**src/rtl/mem_access_unit.sv**
```systemverilog
// Memory stage: passes ALU results through and runs loads/stores byte-serially over an 8-bit RAM port.
// Optional alignment checking is compiled in with `define MEM_ALIGN_CHECK_EN.
module mem_access_unit #(
  parameter int RAM_ADDR_W = 17
) (
  input  logic                  clk,
  input  logic                  rst,
  input  logic                  in_valid,
  input  logic [4:0]            in_wd,
  input  logic                  in_wreg,
  input  logic [31:0]           in_wdata,
  input  logic                  in_mem_rd,
  input  logic                  in_mem_we,
  input  logic [1:0]            in_mem_size,
  input  logic                  in_mem_unsigned,
  input  logic [31:0]           in_store_data,
  output logic                  stall_req,
  output logic                  ram_req,
  output logic [RAM_ADDR_W-1:0] ram_addr,
  output logic                  ram_we,
  output logic [7:0]            ram_dout,
  input  logic [7:0]            ram_din,
  input  logic                  ram_ready,
  output logic [4:0]            out_wd,
  output logic                  out_wreg,
  output logic [31:0]           out_wdata,
  output logic                  misalign_err
);

  typedef enum logic {IDLE, XFER} state_t;

  state_t                state;
  logic [1:0]            cnt;
  logic [RAM_ADDR_W-1:0] op_addr;
  logic [1:0]            op_size;
  logic                  op_unsigned;
  logic                  op_store;
  logic [4:0]            op_wd;
  logic                  op_wreg;
  logic [31:0]           op_data;
  logic [31:0]           load_buf;

  logic        consume;
  logic        is_mem;
  logic        misaligned;
  logic [1:0]  last_idx;
  logic [1:0]  cnt_next;
  logic [31:0] assembled;
  logic [31:0] load_result;

  always_comb begin
    consume  = in_valid && !stall_req;
    is_mem   = in_mem_rd || in_mem_we;
    cnt_next = cnt + 2'd1;
    case (op_size)
      2'd0:    last_idx = 2'd0;
      2'd1:    last_idx = 2'd1;
      default: last_idx = 2'd3;
    endcase
    // The final byte is merged combinationally so the result is ready on the last edge.
    assembled = load_buf;
    assembled[8*cnt +: 8] = ram_din;
    case (op_size)
      2'd0:    load_result = op_unsigned ? {24'd0, assembled[7:0]}
                                         : {{24{assembled[7]}}, assembled[7:0]};
      2'd1:    load_result = op_unsigned ? {16'd0, assembled[15:0]}
                                         : {{16{assembled[15]}}, assembled[15:0]};
      default: load_result = assembled;
    endcase
`ifdef MEM_ALIGN_CHECK_EN
    misaligned = (in_mem_size == 2'd1 && in_wdata[0]) ||
                 (in_mem_size[1] && in_wdata[1:0] != 2'b00);
`else
    misaligned = 1'b0;
`endif
  end

  always_ff @(posedge clk) begin
    if (rst) begin
      state        <= IDLE;
      cnt          <= 2'd0;
      op_addr      <= '0;
      op_size      <= 2'd0;
      op_unsigned  <= 1'b0;
      op_store     <= 1'b0;
      op_wd        <= 5'd0;
      op_wreg      <= 1'b0;
      op_data      <= 32'd0;
      load_buf     <= 32'd0;
      stall_req    <= 1'b0;
      ram_req      <= 1'b0;
      ram_addr     <= '0;
      ram_we       <= 1'b0;
      ram_dout     <= 8'd0;
      out_wd       <= 5'd0;
      out_wreg     <= 1'b0;
      out_wdata    <= 32'd0;
      misalign_err <= 1'b0;
    end else begin
      out_wd       <= 5'd0;
      out_wreg     <= 1'b0;
      out_wdata    <= 32'd0;
      misalign_err <= 1'b0;
      case (state)
        IDLE: begin
          if (consume) begin
            if (is_mem && misaligned) begin
              misalign_err <= 1'b1;
            end else if (is_mem) begin
              state       <= XFER;
              cnt         <= 2'd0;
              op_addr     <= in_wdata[RAM_ADDR_W-1:0];
              op_size     <= in_mem_size;
              op_unsigned <= in_mem_unsigned;
              op_store    <= in_mem_we;
              op_wd       <= in_wd;
              op_wreg     <= in_wreg;
              op_data     <= in_store_data;
              load_buf    <= 32'd0;
              stall_req   <= 1'b1;
              ram_req     <= 1'b1;
              ram_addr    <= in_wdata[RAM_ADDR_W-1:0];
              ram_we      <= in_mem_we;
              ram_dout    <= in_store_data[7:0];
            end else begin
              out_wd    <= in_wd;
              out_wreg  <= in_wreg;
              out_wdata <= in_wdata;
            end
          end
        end
        XFER: begin
          if (ram_ready) begin
            if (!op_store) load_buf <= assembled;
            if (cnt == last_idx) begin
              state     <= IDLE;
              cnt       <= 2'd0;
              stall_req <= 1'b0;
              ram_req   <= 1'b0;
              ram_addr  <= '0;
              ram_we    <= 1'b0;
              ram_dout  <= 8'd0;
              if (!op_store) begin
                out_wd    <= op_wd;
                out_wreg  <= op_wreg;
                out_wdata <= load_result;
              end
            end else begin
              cnt      <= cnt_next;
              ram_addr <= op_addr + RAM_ADDR_W'(cnt_next);
              ram_dout <= 8'(op_data >> {cnt_next, 3'b000});
            end
          end
        end
        default: state <= IDLE;
      endcase
    end
  end

endmodule

```
**config.mk**
```make
export PLATFORM = sky130hd
export DESIGN_NAME = mem_access_unit
export DESIGN_NICKNAME = d
export VERILOG_FILES = /design/src/rtl/mem_access_unit.sv
export SDC_FILE = /design/constraint.sdc
export NUM_CORES = 1
export LEC_CHECK = 0
export CAP_MARGIN = 20
export CORE_ASPECT_RATIO = 1.1
export CORE_MARGIN = 2
export CORE_UTILIZATION = 47
export CTS_CLUSTER_DIAMETER = 60
export DETAILED_ROUTE_END_ITERATION = 10
export GPL_TIMING_DRIVEN = 0
export PLACE_DENSITY = 0.77
export SLEW_MARGIN = 5
export SYNTH_ARGS = -nofsm -noshare
export SYNTH_HDL_FRONTEND = slang
export SYNTH_SLANG_ARGS = --single-unit
```
**constraint.sdc**
```tcl
create_clock -name clk -period 2.64 [get_ports clk]
set_clock_uncertainty 0.1 [all_clocks]
set_input_delay 0.528 -clock clk [delete_from_list [all_inputs] [get_ports clk]]
set_output_delay 0.528 -clock clk [all_outputs]
set_load 0.02 [all_outputs]
```
==> flow_summary.ini, run 1 <==
[sta]
timing_hold_violations_final = 0
slew-limit-headroom_pct = 49.8
report.final.slew_viol_count = 0
worst_pin_slew_ns = 0.753
fin_crit_ns = 2.58
finalCritPeriodShare_pct = 97.7
timing.final.setup_violations = 0
holdWs_ns = 0.353
max_clock_freq_mhz = 388
totalNegativeSetupSlack_ns = 0

[synthesis]
synth_nets = 980
synth_adder_area_share_pct = 1.45
synthesis.yosys.warnings = 0
synth.area.mux_share_pct = 2.43
mappedNetlistArea_sq_um = 7420
synth-simple-area-share_pct = 21.0
synth_seq_cells = 159
synthFlopType = dfxtp_1
yosys.area_share.xor_xnor_pct = 0.354
dominant_combinational_cell_family_by_area_after_synthesis = compound AO/OA/AOI/OAI gates
synthesized_area_fraction_occupied_by_ao_oa_aoi_and_oai_cells_pct = 25.6
netlist_instances = 885
synth-async-reset-ratio_pct = 0
synth_area_per_cell_sq_um = 8.38
post_synth_num_cell_types = 69
seq_area_frac_synth_pct = 42.9
synth-edff-count = 0

[global_route]
overflow = 0
globalRouteTotalUtil_pct = 27.6
number_of_antenna_violations_at_the_first_check_in_global_routing = 0
grt_max_degree = 17
grt_first_pass_wirelength_mm = 35.3
grt_pass1_vias = 6770

[drt]
drt_first_iter_violations = 652
drt.antenna.violating_nets = 0
route.detailed.drc = 0
avgRoutedWirePerCell_um = 18.0
route.final.wire_length_mm = 23.0
detailedRoute.firstPassIterationCount = 5
drt-vias-per-instance = 5.69
via_count = 7256

[die]
die_area_sq_um = 16800
io_pins = 154
fp.dieH_um = 136
floorplan.rows = 48
core-area_sq_um = 15600
initial_core_util_pct = 47.7
die_width_um = 124

[final_layout]
layout.cells.most_common = nand2_1
num_antenna_cells = 0
num-nets-final = 1158
fin_util_pct = 64.3
syn_to_final_growth_pct = 34.9
mostFrequentLayoutCells = 159 x nand2_1, 158 x dfxtp_1, 152 x clkdlybuf4s50_1
drive_gt1_share_pct = 11.5
layout.cells.non_filler = 1276

[critical_path]
worstSetupStartpointType = flip-flop
critical_path.endpoint_type = flip-flop
critical-path-top-delay-family = buffers and inverters
worstPathCellList = buf_8 -> buf_12 -> clkinvlp_4 -> ha_4 -> and2_1 -> buf_6 -> a311o_1 -> a21oi_4 -> clkbuf_16 -> o21ai_2
max_stage_delay_ns = 0.39
rrSetupSlack_ns = 0.06
arrival_worst_endpoint_ns = 2.81
worst-path-buf-inv = 5
worst-path-max-fanout = 10
worst_ep_required_time_ns = 2.87
timing_worst_setup_path_type = reg2reg
cell_with_the_largest_stage_delay_on_the_worst_path = a311o_1

[place]
placedCellCount = 1237
place.port_buffers = 152
hpwl_mm = 16.5
gp_congestion = 0.919

[clock_network]
worst_setup_hold_path_clk_slew_ns = 0.07
cts_root_buffer = clkbuf_16
htree_levels = 4
numClockSinks = 159
worst_skew_pair.late_latency_ns = 0.43
cts_made_buffers = 17
tritoncts = done
cts.path.max_buffers = 2

[power]
p_leak_nw = 3.52
powerDensity_nw_per_um2 = 621
worst_ir_drop_on_vdd_mv = 0.436

[worst_hold_path]
hp-class = reg2reg

[job]
number_of_max_capacitance_violations_reported = 0

[status]
status = completed
-- what timing repair did --
item,in CTS,in global routing
endpoints found under the setup margin,76,44
gates resized for setup,21,8
gates cloned,0,1
hold buffers,0,0
pin swaps,1,3
buffers inserted,1,6
-- state kept, by name, summed over array words and instances, names as in the netlist --
| signal | count |
|---|---|
| op_addr | 17 |
| op_size | 2 |
| ram_addr | 17 |
| op_wreg | 1 |
| op_data | 32 |
| out_wreg | 1 |
| ram_dout | 8 |
| out_wd | 5 |
| cnt | 2 |
| ram_we | 1 |
| load_buf | 32 |
| state | 1 |
| ram_req | 1 |
| op_unsigned | 1 |
| out_wdata | 32 |
| op_store | 1 |
| op_wd | 5 |
-- power breakdown --
part / internal [mW] / total, mW / switching [mW]
Clock: 1.42 / 2.50 / 1.08
Combinational: 0.478 / 1.09 / 0.616
Sequential: 2.53 / 2.62 / 0.0859
Total: 4.43 / 6.21 / 1.78
-- logic make-up (layout without fill, tap and decap cells) --
kind of cell | count (synthesis) | after routing
AOI/OAI and AO/OA | 296 | 296
xor gates and xnor gates | 3 | 3
other | 1 | 1
buffers and inverters | 90 | 281
and+or+nand+nor | 320 | 320
muxes | 8 | 8
adders and majority gates | 8 | 8
DFF | 159 | 159
-- metal layers --
metal	up-vias	track usage (%)	wire, um
met3	67	6.99	1810
li1	3481	-	-
met4	0	16.2	1180
met5	-	0	0
met2	332	43.8	10900
met1	3376	33.5	9110
-- Yosys cell counts, drive strengths merged (3+ instances only) --
cell,instances,area share (%)
nor2,39,2.1
nand3,12,0.81
o311ai,5,0.83
clkbuf,39,2.0
a21o,17,1.7
a22oi,15,1.5
inv,14,0.71
a21oi,110,7.7
nor3,18,1.4
a31oi,30,2.5
dfxtp,159,43
nor2b,36,3.0
a22o,8,0.94
nor4,11,1.3
buf,36,3.5
o22ai,7,0.59
a221oi,13,1.5
nand2,159,8.0
a211oi,6,0.74
nand2b,27,2.3
nand4,3,0.25
mux4,8,2.4
ha,7,1.2
o21ai,68,5.2
o31a,3,0.47
and2,3,0.25
-- stage by stage --
stage	worst slack (ns)	cell area, sq um	power, mW
global placement	-0.550	9190	3.68
CTS	0.0156	9900	6.20
detailed placement	-0.613	9190	3.70
global route	-0.0186	10000	6.42
finish	0.0616	10000	6.21
floorplan	0.0717	7420	3.23
-- worst min-delay path, stage by stage (launching register included) --
cell and delay (ns):
dfxtp_1 0.31, nand2_1 0.05, a21oi_1 0.05
-- final cells by class --
class / instances / area (sq um)
clock inverters: 15 / 170
flip-flops and latches: 159 / 3190
inverters: 15 / 60.1
plain buffers: 74 / 439
multi-input cells: 636 / 3870
clock buffers: 17 / 425
repair buffers: 160 / 1600
well taps: 200 / 250
fillers: 1304 / 5550
-- path summary, 6_finish.rpt --
path,start,to,cells after the start
max reg2reg,cnt[0]$_SDFFE_PP0P_,out_wdata[30]$_SDFF_PP0_,10
min,op_data[21]$_SDFFE_PP0P_,op_data[21]$_SDFFE_PP0P_,2
max,cnt[0]$_SDFFE_PP0P_,out_wdata[30]$_SDFF_PP0_,10
min reg2reg,op_data[21]$_SDFFE_PP0P_,op_data[21]$_SDFFE_PP0P_,2
Power figures use the tool's default switching activity.
==> run 2, diff against run 1 <==
--- a/config.mk
+++ b/config.mk
@@ -5,6 +5,7 @@
 export SDC_FILE = /design/constraint.sdc
 export NUM_CORES = 1
 export LEC_CHECK = 0
+export ABC_CLOCK_PERIOD_IN_PS = 2640
 export CAP_MARGIN = 20
 export CORE_ASPECT_RATIO = 1.1
 export CORE_MARGIN = 2
==> results of run 2 <==
Same layout as run 1: the final DEF is identical, and so are final timing and power.
==> run 3, diff against run 2 <==
--- a/config.mk
+++ b/config.mk
@@ -5,15 +5,15 @@
 export SDC_FILE = /design/constraint.sdc
 export NUM_CORES = 1
 export LEC_CHECK = 0
-export ABC_CLOCK_PERIOD_IN_PS = 2640
+export ABC_CLOCK_PERIOD_IN_PS = 3100
 export CAP_MARGIN = 20
 export CORE_ASPECT_RATIO = 1.1
 export CORE_MARGIN = 2
-export CORE_UTILIZATION = 47
+export CORE_UTILIZATION = 55
 export CTS_CLUSTER_DIAMETER = 60
 export DETAILED_ROUTE_END_ITERATION = 10
 export GPL_TIMING_DRIVEN = 0
-export PLACE_DENSITY = 0.77
+export PLACE_DENSITY = 0.85
 export SLEW_MARGIN = 5
 export SYNTH_ARGS = -nofsm -noshare
 export SYNTH_HDL_FRONTEND = slang
==> constraint.sdc (replaced) <==
create_clock -name clk -period 3.1 [get_ports clk]
set_clock_uncertainty 0.1 [all_clocks]
set_input_delay 0.62 -clock clk [delete_from_list [all_inputs] [get_ports clk]]
set_output_delay 0.62 -clock clk [all_outputs]
set_load 0.02 [all_outputs]
==> run 3 against run 2 <==
Via count up 3.3%. Design area down 1.9%. Sequential power down 15%. Global-route usage up 4.4 points. Power down 13%. Hold slack better by 0.0067 ns. Utilization up 9.9 points. Worst setup slack better by 0.075 ns. Die area down 14%. First-iteration DRC count up 13%. Non-clock buffer count down 8. Critical path type unchanged. Largest cell class unchanged.
==> flow_summary.ini, run 3 (same netlist as run 1, synthesis figures left out) <==
[status]
status = completed

[clock_network]
tritoncts = done
cts_root_buffer = clkbuf_16
numClockSinks = 159
worst_setup_hold_path_clk_slew_ns = 0.07
post_cts_buffers = 0
worst_skew_pair.late_latency_ns = 0.44
cts_made_buffers = 17
htree_levels = 4
cts.path.max_buffers = 2

[die]
initial_core_util_pct = 56.1
io_pins = 154
die_area_sq_um = 14400
fp.dieH_um = 126
floorplan.rows = 44
die_width_um = 115
core-area_sq_um = 13200

[place]
placedCellCount = 1198
hpwl_mm = 16.2
gp_congestion = 0.942
place.port_buffers = 152
placed_cell_area_sq_um = 9140

[power]
net_sw_share_pct = 27.3
p_leak_nw = 3.47
power_frac_clock_pct = 42.2
powerDensity_nw_per_um2 = 553
seqPwrFrac_pct = 41.1
share_comb_of_total_power_pct = 16.7
internal-power_mw = 3.94
worst_ir_drop_on_vdd_mv = 0.353
power_switching_mw = 1.48

[final_layout]
num-nets-final = 1150
drive_gt1_share_pct = 9.64
layout.cells.non_filler = 1229
num_antenna_cells = 0
design_area_sq_um = 9810
mostFrequentLayoutCells = 159 x nand2_1, 159 x dfxtp_1, 152 x clkdlybuf4s50_1
largest_registers = load_buf: 32 flops, op_data: 32 flops, out_wdata: 32 flops
syn_to_final_growth_pct = 32.3

[drt]
via_count = 7499
detailedRoute.firstPassIterationCount = 5
avgRoutedWirePerCell_um = 18.9
drt_first_iter_violations = 736
route.detailed.drc = 0
route.final.wire_length_mm = 23.3
drt-vias-per-instance = 6.10
drt.antenna.violating_nets = 0

[critical_path]
cell_with_the_largest_stage_delay_on_the_worst_path = mux4_2
crit_start = cnt[0]$_SDFFE_PP0P_
worst_ep_required_time_ns = 3.30
rrSetupSlack_ns = 0.14
worst_r2r_path_depth = 8
reg2reg_to = ram_dout[6]$_SDFFE_PP0P_
worst-path-max-fanout = 10
arrival_worst_endpoint_ns = 3.16
worstSetupStartpointType = flip-flop
worstPathCellList = buf_6 -> clkbuf_4 -> inv_1 -> ha_2 -> buf_4 -> mux4_2 -> a221oi_1 -> nor3_1
worst-path-buf-inv = 4
critical_path.endpoint_type = flip-flop
max_stage_delay_ns = 0.56
reg2reg_from = cnt[0]$_SDFFE_PP0P_
timing_worst_setup_path_type = reg2reg
critical-path-top-delay-family = buffers and inverters

[worst_hold_path]
whs_path_depth = 2
whs_endpoint = op_data[17]$_SDFFE_PP0P_
hp-class = reg2reg
worst_hold_startpoint = op_data[17]$_SDFFE_PP0P_

[global_route]
overflow = 0
globalRouteTotalUtil_pct = 32.0
grt_max_degree = 17
number_of_antenna_violations_at_the_first_check_in_global_routing = 0
grt_pass1_vias = 7090
grt_first_pass_wirelength_mm = 36.1

[sta]
unrepaired_setup_endpoints_after_global_routing = no
finalCritPeriodShare_pct = 95.6
max_clock_freq_mhz = 337
fin_crit_ns = 2.96
totalNegativeSetupSlack_ns = 0
timing.final.setup_violations = 0
slew-limit-headroom_pct = 46.8
report.final.slew_viol_count = 0
worst_pin_slew_ns = 0.798
holdWs_ns = 0.359
timing_hold_violations_final = 0

[job]
number_of_max_capacitance_violations_reported = 0
[run 3: cell count changes in the layout (fill, tap and decap cells not counted), moves of 3 or more]
cell	change
buf_4	-5
inv_6	-6
clkinv_4	+3
a221oi_1	+5
a221oi_2	-5
[run 3: metal layers]
metal,part of all wire (%),global-route usage (%)
met1,38,38.6
met2,47,51.9
met3,9.6,8.37
met4,5.2,17.6
met5,0,0
[run 3: power groups by stage]
stage               logic (mW)  clock network, mW  registers, mW
floorplan                0.425                  0           2.32
global placement         0.864                  0           2.27
detailed placement       0.877                  0           2.27
CTS                      0.888               2.28           2.23
global route             0.963               2.37           2.24
finish                   0.906               2.29           2.23
[run 3: repair_timing]
item / CTS / global route
resized for setup: 4 / 6
endpoints found under the setup margin: 49 / 13
cloned: 0 / 0
hold buffers: 0 / 0
pin swaps: 0 / 0
[run 3: area by class of cell]
cell class | count | area (sq um)
Tap cell | 161 | 201
Multi-Input combinational cell | 636 | 3800
Timing Repair Buffer | 152 | 1520
Fill cell | 979 | 3400
Clock buffer | 21 | 460
Sequential cell | 159 | 3180
Buffer | 74 | 407
Clock inverter | 11 | 180
Inverter | 15 | 56.3
[run 3: worst max-delay path by stage]
stage / endpoint / slack [ns] / cells past startpoint
2_1_floorplan: ram_addr[11]$_SDFFE_PP0P_ / 0.24 / 9
3_3_place_gp: ram_addr[11]$_SDFFE_PP0P_ / -0.50 / 9
3_5_place_dp: ram_addr[11]$_SDFFE_PP0P_ / -0.57 / 9
4_1_cts: ram_dout[0]$_SDFFE_PP0P_ / 0.003 / 8
5_1_grt: ram_dout[6]$_SDFFE_PP0P_ / 0.02 / 8
6_report: ram_dout[6]$_SDFFE_PP0P_ / 0.14 / 8
[run 3: worst min-delay path, delay by kind of cell, from the launching register on]
family	cells	cell delay, ns
flip-flops	1	0.31
AND/OR/NAND/NOR	1	0.05
AO/OA/AOI/OAI	1	0.05
[run 3: per-stage QoR]
| step | utilization, % | total power, mW | worst slack (ns) |
|---|---|---|---|
| after floorplan | - | 2.75 | 0.237 |
| after global placement | 69.2 | 3.13 | -0.502 |
| after detailed placement | 69.2 | 3.15 | -0.570 |
| after CTS | 74.1 | 5.39 | 0.00340 |
| after global routing | 74.2 | 5.58 | 0.0172 |
| final | 74.2 | 5.42 | 0.137 |
